$ cat config.mk
export PLATFORM = sky130hd
export DESIGN_NAME = svc_uart_tx_arb
export DESIGN_NICKNAME = d
export VERILOG_FILES = /design/src/rtl/svc_uart_tx_arb.sv
export SDC_FILE = /design/constraint.sdc
export NUM_CORES = 1
export LEC_CHECK = 0
export BUFFER_PORTS_ARGS = -buffer_cell sky130_fd_sc_hd__buf_2
export CORE_AREA = 4 4 43 45
export DETAILED_ROUTE_END_ITERATION = 16
export DIE_AREA = 0 0 47 49
export GPL_ROUTABILITY_DRIVEN = 0
export GPL_TIMING_DRIVEN = 0
export PLACE_DENSITY = 0.85
export SLEW_MARGIN = 20
export SYNTH_ARGS = -nofsm -noshare
export SYNTH_HDL_FRONTEND = slang
export SYNTH_SLANG_ARGS = --single-unit
$ cat constraint.sdc
create_clock -name clk -period 2.3 [get_ports clk]
set_clock_uncertainty 0.2 [all_clocks]
set_input_delay 0.115 -clock clk [delete_from_list [all_inputs] [get_ports clk]]
set_output_delay 0.115 -clock clk [all_outputs]
set_load 0.005 [all_outputs]
$ cat src/rtl/svc_uart_tx_arb.sv
// svc_uart_tx_arb
// Round-robin arbiter that merges NUM_REQ byte streams onto one UART TX byte
// interface through a single-entry output register.
//
// Build option: define SVC_UART_TX_ARB_LOCK_EN to enable message locking. Once
// a requester has a byte accepted with req_last=0, only that requester is
// eligible until it delivers a byte with req_last=1. Without the macro the
// arbiter picks a new owner for every byte and req_last is ignored.
//
// Ports
//   clk, rst_n        clock (rising edge), asynchronous active-low reset
//   req_valid[i]      requester i has a byte
//   req_data[8i+:8]   requester i byte
//   req_last[i]       requester i byte ends its message
//   req_ready[i]      requester i byte accepted this cycle (at most one bit high)
//   utx_valid/data    registered byte toward svc_uart_tx
//   utx_ready         svc_uart_tx accepts the byte
//   grant_id          requester index that sourced utx_data
//   busy              output byte pending or message lock held

module svc_uart_tx_arb #(
    parameter int unsigned NUM_REQ = 2,
    parameter int unsigned GRANT_W = $clog2(NUM_REQ)
) (
    input  logic                 clk,
    input  logic                 rst_n,
    input  logic [NUM_REQ-1:0]   req_valid,
    input  logic [NUM_REQ*8-1:0] req_data,
    input  logic [NUM_REQ-1:0]   req_last,
    output logic [NUM_REQ-1:0]   req_ready,
    output logic                 utx_valid,
    output logic [7:0]           utx_data,
    input  logic                 utx_ready,
    output logic [GRANT_W-1:0]   grant_id,
    output logic                 busy
);

`ifdef SVC_UART_TX_ARB_LOCK_EN
    localparam logic LockEn = 1'b1;
`else
    localparam logic LockEn = 1'b0;
`endif

    localparam logic [0:0] ST_ARB  = 1'b0;
    localparam logic [0:0] ST_LOCK = 1'b1;

    logic               r_valid;
    logic [7:0]         r_data;
    logic [GRANT_W-1:0] r_gid;
    logic [GRANT_W-1:0] r_ptr;    // index where the next search starts
    logic [GRANT_W-1:0] r_owner;  // lock owner, meaningful only in ST_LOCK
    logic [0:0]         r_state;

    logic               w_free;
    logic               w_found;
    logic               w_accept;
    logic [GRANT_W-1:0] w_sel;
    logic [7:0]         w_byte;
    logic               w_last;
    logic [GRANT_W-1:0] w_ptr_nxt;
    logic [0:0]         w_state_nxt;
    logic [GRANT_W-1:0] w_owner_nxt;
    int unsigned        w_idx;

    // Slot can take a new byte when empty or when it drains on this edge.
    assign w_free = !r_valid || utx_ready;

    // Rotating priority search; in lock only the owner may win.
    always_comb begin
        w_found = 1'b0;
        w_sel   = '0;
        w_byte  = '0;
        w_last  = 1'b0;
        w_idx   = 0;
        for (int unsigned k = 0; k < NUM_REQ; k++) begin
            w_idx = (32'(r_ptr) + k) % NUM_REQ;
            if (!w_found && req_valid[w_idx] &&
                (r_state == ST_ARB || GRANT_W'(w_idx) == r_owner)) begin
                w_found = 1'b1;
                w_sel   = GRANT_W'(w_idx);
                w_byte  = req_data[w_idx*8 +: 8];
                w_last  = req_last[w_idx];
            end
        end
    end

    // rst_n gates the handshake so req_ready drops as soon as reset asserts.
    assign w_accept = w_found && w_free && rst_n;

    always_comb begin
        req_ready = '0;
        if (w_accept) begin
            req_ready[w_sel] = 1'b1;
        end
    end

    assign w_ptr_nxt = (w_sel == GRANT_W'(NUM_REQ - 1)) ? '0 : w_sel + 1'b1;

    always_comb begin
        w_state_nxt = r_state;
        w_owner_nxt = r_owner;
        if (w_accept && LockEn) begin
            w_state_nxt = w_last ? ST_ARB : ST_LOCK;
            w_owner_nxt = w_sel;
        end
    end

    always_ff @(posedge clk or negedge rst_n) begin
        if (!rst_n) begin
            r_valid <= 1'b0;
            r_data  <= '0;
            r_gid   <= '0;
            r_ptr   <= '0;
            r_owner <= '0;
            r_state <= ST_ARB;
        end else begin
            if (w_accept) begin
                r_valid <= 1'b1;
                r_data  <= w_byte;
                r_gid   <= w_sel;
                r_ptr   <= w_ptr_nxt;
            end else if (utx_ready) begin
                r_valid <= 1'b0;
            end
            r_state <= w_state_nxt;
            r_owner <= w_owner_nxt;
        end
    end

    assign utx_valid = r_valid;
    assign utx_data  = r_data;
    assign grant_id  = r_gid;
    assign busy      = r_valid || (r_state == ST_LOCK);

endmodule

# Word-level counts from Yosys, hierarchy flattened

Cells that the tools add are included.

$add $sub $neg: 2
Multipliers: 0
Divide/modulo/power cells: 0
$lt $le $gt $ge: 4
Equal/unequal tests: 0
Shift-type cells: 2
Muxes and demuxes: 16
Bitwise gates (word level): 0
Reduce and logical (&&, ||, !) cells: 8

Operators by type and width:

| kind                  | count |
|---|---|
| $shiftx A16 B5 Y8     | 2 |
| $mux W8               | 2 |
| $mux W1               | 12 |
| $lt A1 B2 Y1 const B  | 3 |
| $logic_and A1 B1 Y1   | 4 |
| $add A1 B1 Y1 const B | 2 |
| $logic_not A1 Y1      | 2 |
| $mux W2               | 1 |
| $reduce_bool A2 Y1    | 1 |
| $demux W1 S1          | 1 |
| $ge A1 B1 Y1 const B  | 1 |
| $logic_or A1 B1 Y1    | 1 |

Bits in registers: 11
Bits in latches: 0
RAM bits: 0
Bits in read-only memories: 0
Logic and storage cells: 36
Memories kept: 0

# Depth between registers and ports, before layout

Gate-level depths: netlist (run 1).

Word-level depth: 11
Gate-level depth with buffers: 4

# Least setup slack after synthesis (run 1)

No wires, ideal clock.

Path type: reg2reg
Start: register r_ptr
End: register r_data[0], in the netlist utx_data[0]
Setup time: 0.125 ns
Arrival time: 1.120 ns
Data required time: 1.975 ns
Path slack: 0.855 ns
Cell stages (with the launch flop): 5
Period minus slack after synthesis: 1.445 ns
Cell sequence: dfrtp_1 nand2b_4 buf_6 a32o_1 mux2_4

Cells in the longest elaborated chain, start to end: 8
Elaborated cells between the ends (all ways): 15

RTL lines:

| element                                                               | line | source |
|---|---|---|
| from (decl)                                                           | 50   | `logic [GRANT_W-1:0] r_ptr;` |
| from (signal assigned)                                                | 121  | `r_ptr <= w_ptr_nxt;` |
| parallel branches: the longest is 8 deep, another holds $add A1 B1 Y1 | --   |  |
| to (signal assigned)                                                  | 119  | `r_data <= w_byte;` |
| to (decl)                                                             | 48   | `logic [7:0] r_data;` |

Several ways; the timed one is not identified. The select of a mux whose other input is x is not followed.
A chain may end at the register's enable or synchronous reset.

# Worst setup path after layout (run 1)

Start: input port rst_n
End: output port req_ready[1]

Cells in the longest elaborated chain, start to end: 2

RTL lines:

| element             | line | source |
|---|---|---|
| from (decl)         | 26   | `input logic rst_n,` |
| $logic_and A1 B1 Y1 | 88   | `assign w_accept = w_found && w_free && rst_n;` |
| $mux W2             | 92   | `if (w_accept) begin` |
| to (decl)           | 30   | `output logic [NUM_REQ-1:0] req_ready,` |

Every way passes these cells.

==> results of run 1 <==
[path summary, 6_finish.rpt]
path                                  start            to  slack, ns  depth (start not counted)
worst min-delay path            req_data[6]   utx_data[6]      0.007                          3
worst max-delay path                  rst_n  req_ready[1]       0.29                          7
worst max register to register        r_ptr   utx_data[5]       0.79                          4
min in group asynchronous             rst_n   utx_data[2]       0.06                          2
worst min register to register  utx_data[6]   utx_data[6]       0.30                          1
max in group asynchronous             rst_n   utx_data[1]       1.63                          2
[power groups by stage]
stage          clock network, W  logic [W]  registers [W]
2_1_floorplan                 0   0.000114       0.000266
3_3_place_gp                  0   0.000192       0.000261
3_5_place_dp                  0   0.000198       0.000266
4_1_cts                0.000132   0.000207       0.000263
5_1_grt                0.000144   0.000225       0.000269
6_report               0.000128   0.000205       0.000262
[flip-flops by register name, summed over array words and instances, names as in the netlist]
name,cells
r_ptr,1
grant_id,1
utx_valid,1
utx_data,8
[per-layer routing]
metal	GRT usage [%]	vias up	part of all wire, %
met1	15.8	256	36
met4	2.30	0	0
met5	0	-	0
met2	25.3	20	56
met3	7.38	0	7.8
li1	-	252	-
[final cells by class]
type / instances / area [µm²]
Fill cell: 126 / 594
Timing Repair Buffer: 38 / 215
Tap cell: 16 / 20.0
Buffer: 4 / 35.0
Multi-Input combinational cell: 26 / 294
Sequential cell: 11 / 275
Clock buffer: 4 / 26.3
Inverter: 3 / 11.3
[cells in the mapped netlist]
master | n | area (µm²)
dfrtp_1 | 11 | 275
a32o_1 | 8 | 80.1
mux2_4 | 8 | 120
inv_1 | 3 | 11.3
buf_6 | 2 | 22.5
a21boi_2 | 1 | 11.3
a21oi_4 | 1 | 16.3
and2_1 | 1 | 6.26
and3_2 | 1 | 7.51
buf_2 | 1 | 5.00
buf_4 | 1 | 7.51
mux2_2 | 1 | 11.3
mux2i_1 | 1 | 10.0
nand2_1 | 1 | 3.75
nand2b_4 | 1 | 13.8
o21ai_0 | 1 | 5.00
o21ai_2 | 1 | 8.76
[critical path, delay by kind of cell]
kind | cells | cell delay [ns]
buffers and inverters | 4 | 1.08
AOI/OAI and AO/OA | 2 | 0.30
and+or+nand+nor | 1 | 0.18
[cells by family after synthesis]
group / synth area share, %
flip-flops: 44.7
buffers and inverters: 7.52
AO/OA/AOI/OAI: 19.7
AND/OR/NAND/NOR: 5.08
multiplexers: 23.0
[through the flow]
stage | worst slack [ns] | instance area (µm²)
after floorplan | 0.855 | 616
after global placement | 0.799 | 801
after detailed placement | 0.764 | 801
after CTS | 0.263 | 877
after global routing | 0.180 | 877
final | 0.294 | 877
==> flow_summary.toml, run 1 <==
[floorplanning]
die_w_um = 47
die_area_mm2 = 0.00230
initial_core_util_pct = 41.8
die_h_um = 49
ios = 36
rows = 14
coreArea_mm2 = 0.00147

[routing]
vias = 528
finalWirelength_um = 1520
drt_iter0_markers = 10
final_antenna_net_count = 0
wl_per_cell_um = 14.9
drc = 0
via_per_inst = 5.18
first_pass_iters = 4

[grt]
overflow = 0
grt_max_degree = 13
grtUsageTotal_pct = 14.7
grt_first_pass_wirelength_um = 2470
grt_antenna_before_repair = 0
grt_pass1_vias = 579

[clock_tree]
cts_tree = "yes"
cts_buffers = 3
cts.path.max_buffers = 2
cts-root-buf = "clkbuf_4"
htree_levels = 1
clock_insertion_delay_worst_skew_ns = 0.27
postCtsHoldBufs = 5
cts.repair.resized = 0
cts_setup_buffers = 0
clk_pin_slew_ns = 0.06
cts_sinks = 11

[pwr]
p_total_w = 0.000595
power_frac_seq_pct = 44.0
power_density_mw_per_mm2 = 679
p_leak_nw = 0.458
p_sw_w = 0.000164
p_int_w = 0.000432
p_sw_share_pct = 27.5
combPwrFrac_pct = 34.5
peakVddDrop_uv = 385
clockPowerShare_pct = 21.5

[status]
outcome = "finished clean"

[setup_path]
end_kind = "output port"
critPathKind = "primary input to output port"
required_ns = 1.99
worst_setup_path_start_kind = "primary input"
crit_path_top_delay_cell = "dlygate4sd3_1"
cpMostUsedCell = "buf_2"
cp_data_arrival_time_ns = 1.69
critPathMaxStageDelay_ns = 0.52
cp_cell_sequence = "dlygate4sd3_1 -> buf_2 -> o21ai_2 -> a21oi_4 -> buf_6 -> and3_2 -> buf_2"
crit_fanout = 12

[synthesis]
synth_seq_cells = 11
synth.distinct_cells = 17
seq_area_frac_synth_pct = 44.7
synth_area_um2 = 616
synth_fp_nets = 67
synthCells = 44
syn_area_per_cell_um2 = 14.0
yosysWarnings = 0

[sta]
tightest_slew_ns = 0.362
final_hold_viol_count = 0
fin_crit_sh_pct = 87.2
setup_violations = 0
max_freq_mhz = 498
relSlewSlack_pct = 75.7
post-route-min-period_ns = 2.01
rsz0062_at_grt = "no"
hold-worst-slack_ns = 0.00744
fin_setup_tns_ns = 0
finalMaxSlewViolations = 0

[placement]
dpl.hpwl_um = 1160
portBuffers = 33
placed_cells = 93

[finish]
finalNonFillerCells = 102
drive_gt1_share_pct = 62.8
layout_common_cells = "34 x buf_2, 11 x dfrtp_1, 8 x a32o_1, 8 x mux2_4, 5 x dlygate4sd3_1"
layout.nets = 110
num_antenna_cells = 0
layout_commonest_cell = "buf_2"
area_delta_synth_final_pct = 42.5
final_core_util_pct = 59.6

[min_path]
hold_class = "primary input to flop"

[flow_run]
max_cap_violations = 0
(Power assumes the default switching activity.)
==> run 2: changes to the inputs <==
--- a/config.mk
+++ b/config.mk
@@ -6,12 +6,15 @@
 export NUM_CORES = 1
 export LEC_CHECK = 0
 export BUFFER_PORTS_ARGS = -buffer_cell sky130_fd_sc_hd__buf_2
-export CORE_AREA = 4 4 43 45
+export CELL_PAD_IN_SITES_DETAIL_PLACEMENT = 0
+export CELL_PAD_IN_SITES_GLOBAL_PLACEMENT = 2
+export CORE_AREA = 4 4 53 55
 export DETAILED_ROUTE_END_ITERATION = 16
-export DIE_AREA = 0 0 47 49
+export DIE_AREA = 0 0 57 59
 export GPL_ROUTABILITY_DRIVEN = 0
 export GPL_TIMING_DRIVEN = 0
-export PLACE_DENSITY = 0.85
+export PLACE_DENSITY = 0.87
+export REMOVE_ABC_BUFFERS = 1
 export SLEW_MARGIN = 20
 export SYNTH_ARGS = -nofsm -noshare
 export SYNTH_HDL_FRONTEND = slang
==> flow_summary.toml, run 2 (same netlist as run 1, synthesis figures left out) <==
[status]
outcome = "finished clean"

[finish]
largest_reg_flops = 8
layout_commonest_cell = "buf_2"
drive_gt1_share_pct = 59.3
layout.nets = 115
seq_area_um2 = 275
layout_common_cells = "33 x buf_2, 11 x dfrtp_1, 10 x dlygate4sd3_1"
finalNonFillerCells = 121
num_antenna_cells = 0
fill_cells = 260
area_delta_synth_final_pct = 52.6
multiInputGateArea_um2 = 294
final_area_um2 = 940

[sta]
relSlewSlack_pct = 70.1
rsz0062_at_grt = "no"
final_hold_viol_count = 0
tightest_slew_ns = 0.447
fin_crit_sh_pct = 81.0
fin_ws_ns = 0.437
finalMaxSlewViolations = 0
post-route-min-period_ns = 1.86
setup_violations = 0
fin_setup_tns_ns = 0
max_freq_mhz = 537

[min_path]
min_from = "req_data[2]"
hold_class = "primary input to flop"
min_to = "utx_data[2]"
holdPathStages = 3

[floorplanning]
rows = 18
ios = 36
die_area_mm2 = 0.00336
die_w_um = 57
die_h_um = 59
coreArea_mm2 = 0.00239
initial_core_util_pct = 25.8

[placement]
portBuffers = 33
placed_cells = 103
placed_area_um2 = 783
dp_slack_ns = 0.602
dpl.hpwl_um = 1090

[setup_path]
cp_data_arrival_time_ns = 1.55
critPathMaxStageDelay_ns = 0.52
crit_path_top_delay_cell = "dlygate4sd3_1"
cpMostUsedCell = "buf_2"
worst_setup_path_start_kind = "primary input"
crit_fanout = 12
ff2ff_path_depth = 3
worstReg2RegStart = "utx_valid"
required_ns = 1.99
critPathKind = "primary input to output port"
cp_cell_sequence = "dlygate4sd3_1 -> buf_2 -> o21ai_2 -> a21oi_4 -> and3_2 -> buf_2"
r2r_slack_ns = 0.83
end_kind = "output port"
r2r-end = "utx_data[2]"

[clock_tree]
htree_levels = 1
clk_pin_slew_ns = 0.07
cts.repair.resized = 0
cts-root-buf = "clkbuf_4"
cts_sinks = 11
cts_buffers = 3
clock_insertion_delay_worst_skew_ns = 0.26
cts_tree = "yes"
cts.path.max_buffers = 2

[flow_run]
max_cap_violations = 0

[routing]
drt_iter0_markers = 13
via_per_inst = 4.29
drc = 0
wl_per_cell_um = 12.6
first_pass_iters = 4
vias = 519
final_antenna_net_count = 0
finalWirelength_um = 1530

[grt]
grt_first_pass_wirelength_um = 2440
grt_max_degree = 13
grt_pass1_vias = 500
grtUsageTotal_pct = 9.73
grt_antenna_before_repair = 0
overflow = 0

[pwr]
p_leak_nw = 0.479
peakVddDrop_uv = 364
power_density_mw_per_mm2 = 634
p_total_w = 0.000596
[run 2: cell types whose count changed in the layout (fill, tap and decap cells not counted)]
cell and change:
buf_6 -2, buf_2 -1, dlygate4sd3_1 +5, buf_4 +3
[run 2: layer usage]
layer	GRT usage, %	part of all wire (%)	routed length, µm	vias to the layer above
met5	0	0	0	-
met4	1.99	0.52	8	0
li1	-	-	-	262
met1	12.8	45	686	238
met2	14.8	46	707	17
met3	4.36	8.3	127	2
[run 2: worst max-delay path: cells and delay by family]
family,cells,cell delay (ns)
buffers and inverters,3,0.90
AOI/OAI and AO/OA,2,0.32
and+or+nand+nor,1,0.21
[run 2: final cells by class]
type                       instances  share of cell area [%]
timing repair buffer              47                    31.4
tap                               30                    3.99
sequential                        11                    29.3
inverter                           3                    1.20
clock buffer                       4                    2.80
multi-input combinational         26                    31.3
[run 2: repair_timing]
item	in CTS	in global routing
endpoints found under the setup margin	0	1
hold buffers	9	1
setup buffers	0	4
hold endpoints to repair	18	1
[run 2: per-stage QoR]
| step | hold slack, ns | utilization, % |
|---|---|---|
| final | 0.0109 | 39.4 |
| after global routing | 0.00794 | 39.4 |
| after CTS | 0.00385 | 37.7 |
| after detailed placement | -0.180 | 32.8 |
| after global placement | -0.190 | 32.8 |
| after floorplan | -0.381 | - |
[run 2: how the worst max path moves through the flow]
stage	slack, ns	end	start	depth (start not counted)
2_1_floorplan	0.80	r_ptr	utx_valid	2
3_3_place_gp	0.64	r_ptr	rst_n	4
3_5_place_dp	0.60	r_ptr	rst_n	4
4_1_cts	0.09	req_ready[1]	rst_n	6
5_1_grt	0.31	req_ready[1]	rst_n	6
6_report	0.44	req_ready[1]	rst_n	6
[run 2: where the power goes]
part           internal (W)  switching, W  total (W)
clock             0.0000670     0.0000621   0.000129
combinational      0.000131     0.0000759   0.000207
sequential         0.000236     0.0000244   0.000260
total              0.000433      0.000162   0.000596
==> run 3: changes to the inputs <==
--- a/config.mk
+++ b/config.mk
@@ -8,12 +8,12 @@
 export BUFFER_PORTS_ARGS = -buffer_cell sky130_fd_sc_hd__buf_2
 export CELL_PAD_IN_SITES_DETAIL_PLACEMENT = 0
 export CELL_PAD_IN_SITES_GLOBAL_PLACEMENT = 2
-export CORE_AREA = 4 4 53 55
+export CORE_AREA = 4 4 58 60
 export DETAILED_ROUTE_END_ITERATION = 16
-export DIE_AREA = 0 0 57 59
+export DIE_AREA = 0 0 62 64
 export GPL_ROUTABILITY_DRIVEN = 0
 export GPL_TIMING_DRIVEN = 0
-export PLACE_DENSITY = 0.87
+export PLACE_DENSITY = 0.78
 export REMOVE_ABC_BUFFERS = 1
 export SLEW_MARGIN = 20
 export SYNTH_ARGS = -nofsm -noshare
==> constraint.sdc (replaced) <==
create_clock -name clk -period 1.7 [get_ports clk]
set_clock_uncertainty 0.2 [all_clocks]
set_input_delay 0.085 -clock clk [delete_from_list [all_inputs] [get_ports clk]]
set_output_delay 0.085 -clock clk [all_outputs]
set_load 0.005 [all_outputs]
==> flow_summary.toml, run 3 (same netlist as run 1, synthesis figures left out) <==
[status]
outcome = "finished clean"

[finish]
layout.nets = 120
num_antenna_cells = 0
layout_common_cells = "33 x buf_2, 17 x dlygate4sd3_1, 11 x dfrtp_1"
largest_reg_flops = 8
final_core_util_pct = 34.1
drive_gt1_share_pct = 54.2
seq_area_um2 = 275
fill_cells = 306
layout_commonest_cell = "buf_2"
area_delta_synth_final_pct = 62.2
multiInputGateArea_um2 = 294

[pwr]
power_frac_seq_pct = 42.9
combPwrFrac_pct = 35.6
p_leak_nw = 0.498
power_density_mw_per_mm2 = 821
p_sw_w = 0.000227
peakVddDrop_uv = 312
p_sw_share_pct = 27.7
clockPowerShare_pct = 21.6
p_int_w = 0.000593

[routing]
first_pass_iters = 4
drt_iter0_markers = 7
drc = 0
finalWirelength_um = 1740
via_per_inst = 4.26
vias = 549
wl_per_cell_um = 13.5
final_antenna_net_count = 0

[grt]
grt_pass1_vias = 579
grtUsageTotal_pct = 10.0
grt_max_degree = 13
grt_antenna_before_repair = 0
overflow = 0
grt_first_pass_wirelength_um = 2870

[setup_path]
worst_setup_path_start_kind = "primary input"
cp_cell_sequence = "dlygate4sd3_1 -> buf_2 -> o21ai_2 -> a21oi_4 -> buf_4 -> mux2_2"
critPathKind = "primary input to flop"
end_kind = "flop"
critical_path.top_delay_family = "buffers and inverters"
crit_path_top_delay_cell = "dlygate4sd3_1"
crit_fanout = 6
required_ns = 1.65
cp_data_arrival_time_ns = 1.50
path_buf_inv = 3
critPathMaxStageDelay_ns = 0.52

[sta]
rsz0062_at_grt = "no"
final_hold_viol_count = 0
finalMaxSlewViolations = 0
post-route-min-period_ns = 1.54
fin_crit_sh_pct = 90.9
setup_violations = 0
hold-worst-slack_ns = 0.0209
fin_setup_tns_ns = 0
relSlewSlack_pct = 64.6
tightest_slew_ns = 0.530
max_freq_mhz = 647

[floorplanning]
initial_core_util_pct = 21.0
die_area_mm2 = 0.00397
ios = 36
die_h_um = 64
coreArea_mm2 = 0.00293
rows = 20
die_w_um = 62

[clock_tree]
htree_levels = 1
cts_buffers = 3
cts_tree = "yes"
clock_insertion_delay_worst_skew_ns = 0.26
cts_sinks = 11
clk_pin_slew_ns = 0.07
cts.repair.resized = 0
cts-root-buf = "clkbuf_4"
cts.path.max_buffers = 2

[placement]
portBuffers = 33
dpl.hpwl_um = 1150

[min_path]
hold_class = "primary input to flop"

[flow_run]
max_cap_violations = 0
[run 3: changes by cell type in the layout (fill, tap and decap cells not counted)]
cell           before  now
buf_4               4    2
dlygate4sd3_1      10   17
[run 3: through the flow]
step           cells  instance area [µm²]  total power (W)  setup WS, ns
6_report         129                  998         0.000820         0.155
4_1_cts          129                  998         0.000840         0.145
5_1_grt          129                  998         0.000883        0.0718
3_3_place_gp     106                  787         0.000608        0.0270
3_5_place_dp     106                  787         0.000616       0.00162
2_1_floorplan     40                  581         0.000498         0.204
[run 3: power by group through the flow]
| stage | sequential, W | clock, W | combinational, W |
|---|---|---|---|
| after floorplan | 0.000361 | 0 | 0.000137 |
| after global placement | 0.000355 | 0 | 0.000253 |
| after detailed placement | 0.000357 | 0 | 0.000259 |
| after CTS | 0.000353 | 0.000191 | 0.000296 |
| after global routing | 0.000362 | 0.000200 | 0.000320 |
| final | 0.000352 | 0.000177 | 0.000291 |
[run 3: cell type report]
class,instances,area share (%)
inverters,3,1.13
multi-input cells,26,29.4
repair buffers,52,35.1
flip-flops and latches,11,27.6
clock buffers,4,2.63
well taps,33,4.14
[run 3: metal layers]
layer  track usage (%)  vias to the layer above  share of wire (%)  wire (µm)
li1                  -                      269                  -          -
met1              12.0                      264                 43        742
met2              16.6                       14                 51        888
met3              2.42                        2                5.4         93
met4              3.98                        0               0.58         10
met5                 0                        -                  0          0
[run 3: final timing paths]
check	start	endpoint	slack (ns)	cells past startpoint
min in group asynchronous	rst_n	grant_id	0.69	3
setup reg to reg	utx_valid	r_ptr	0.21	3
hold reg to reg	utx_data[4]	utx_data[4]	0.31	1
setup / recovery	rst_n	r_ptr	0.16	6
max in group asynchronous	rst_n	utx_data[2]	0.26	3
hold / removal	req_data[10]	utx_data[2]	0.02	3
[run 3: timing repair]
item,in CTS,in global routing
hold endpoints to repair,20,0
hold buffers,17,0
buffers inserted,2,0
endpoints found under the setup margin,2,0
[run 3: worst reg2reg max path, cell delays in order (launching register included)]
cell	delay, ns
dfrtp_1	0.43
a21oi_4	0.21
buf_4	0.20
mux2_2	0.34
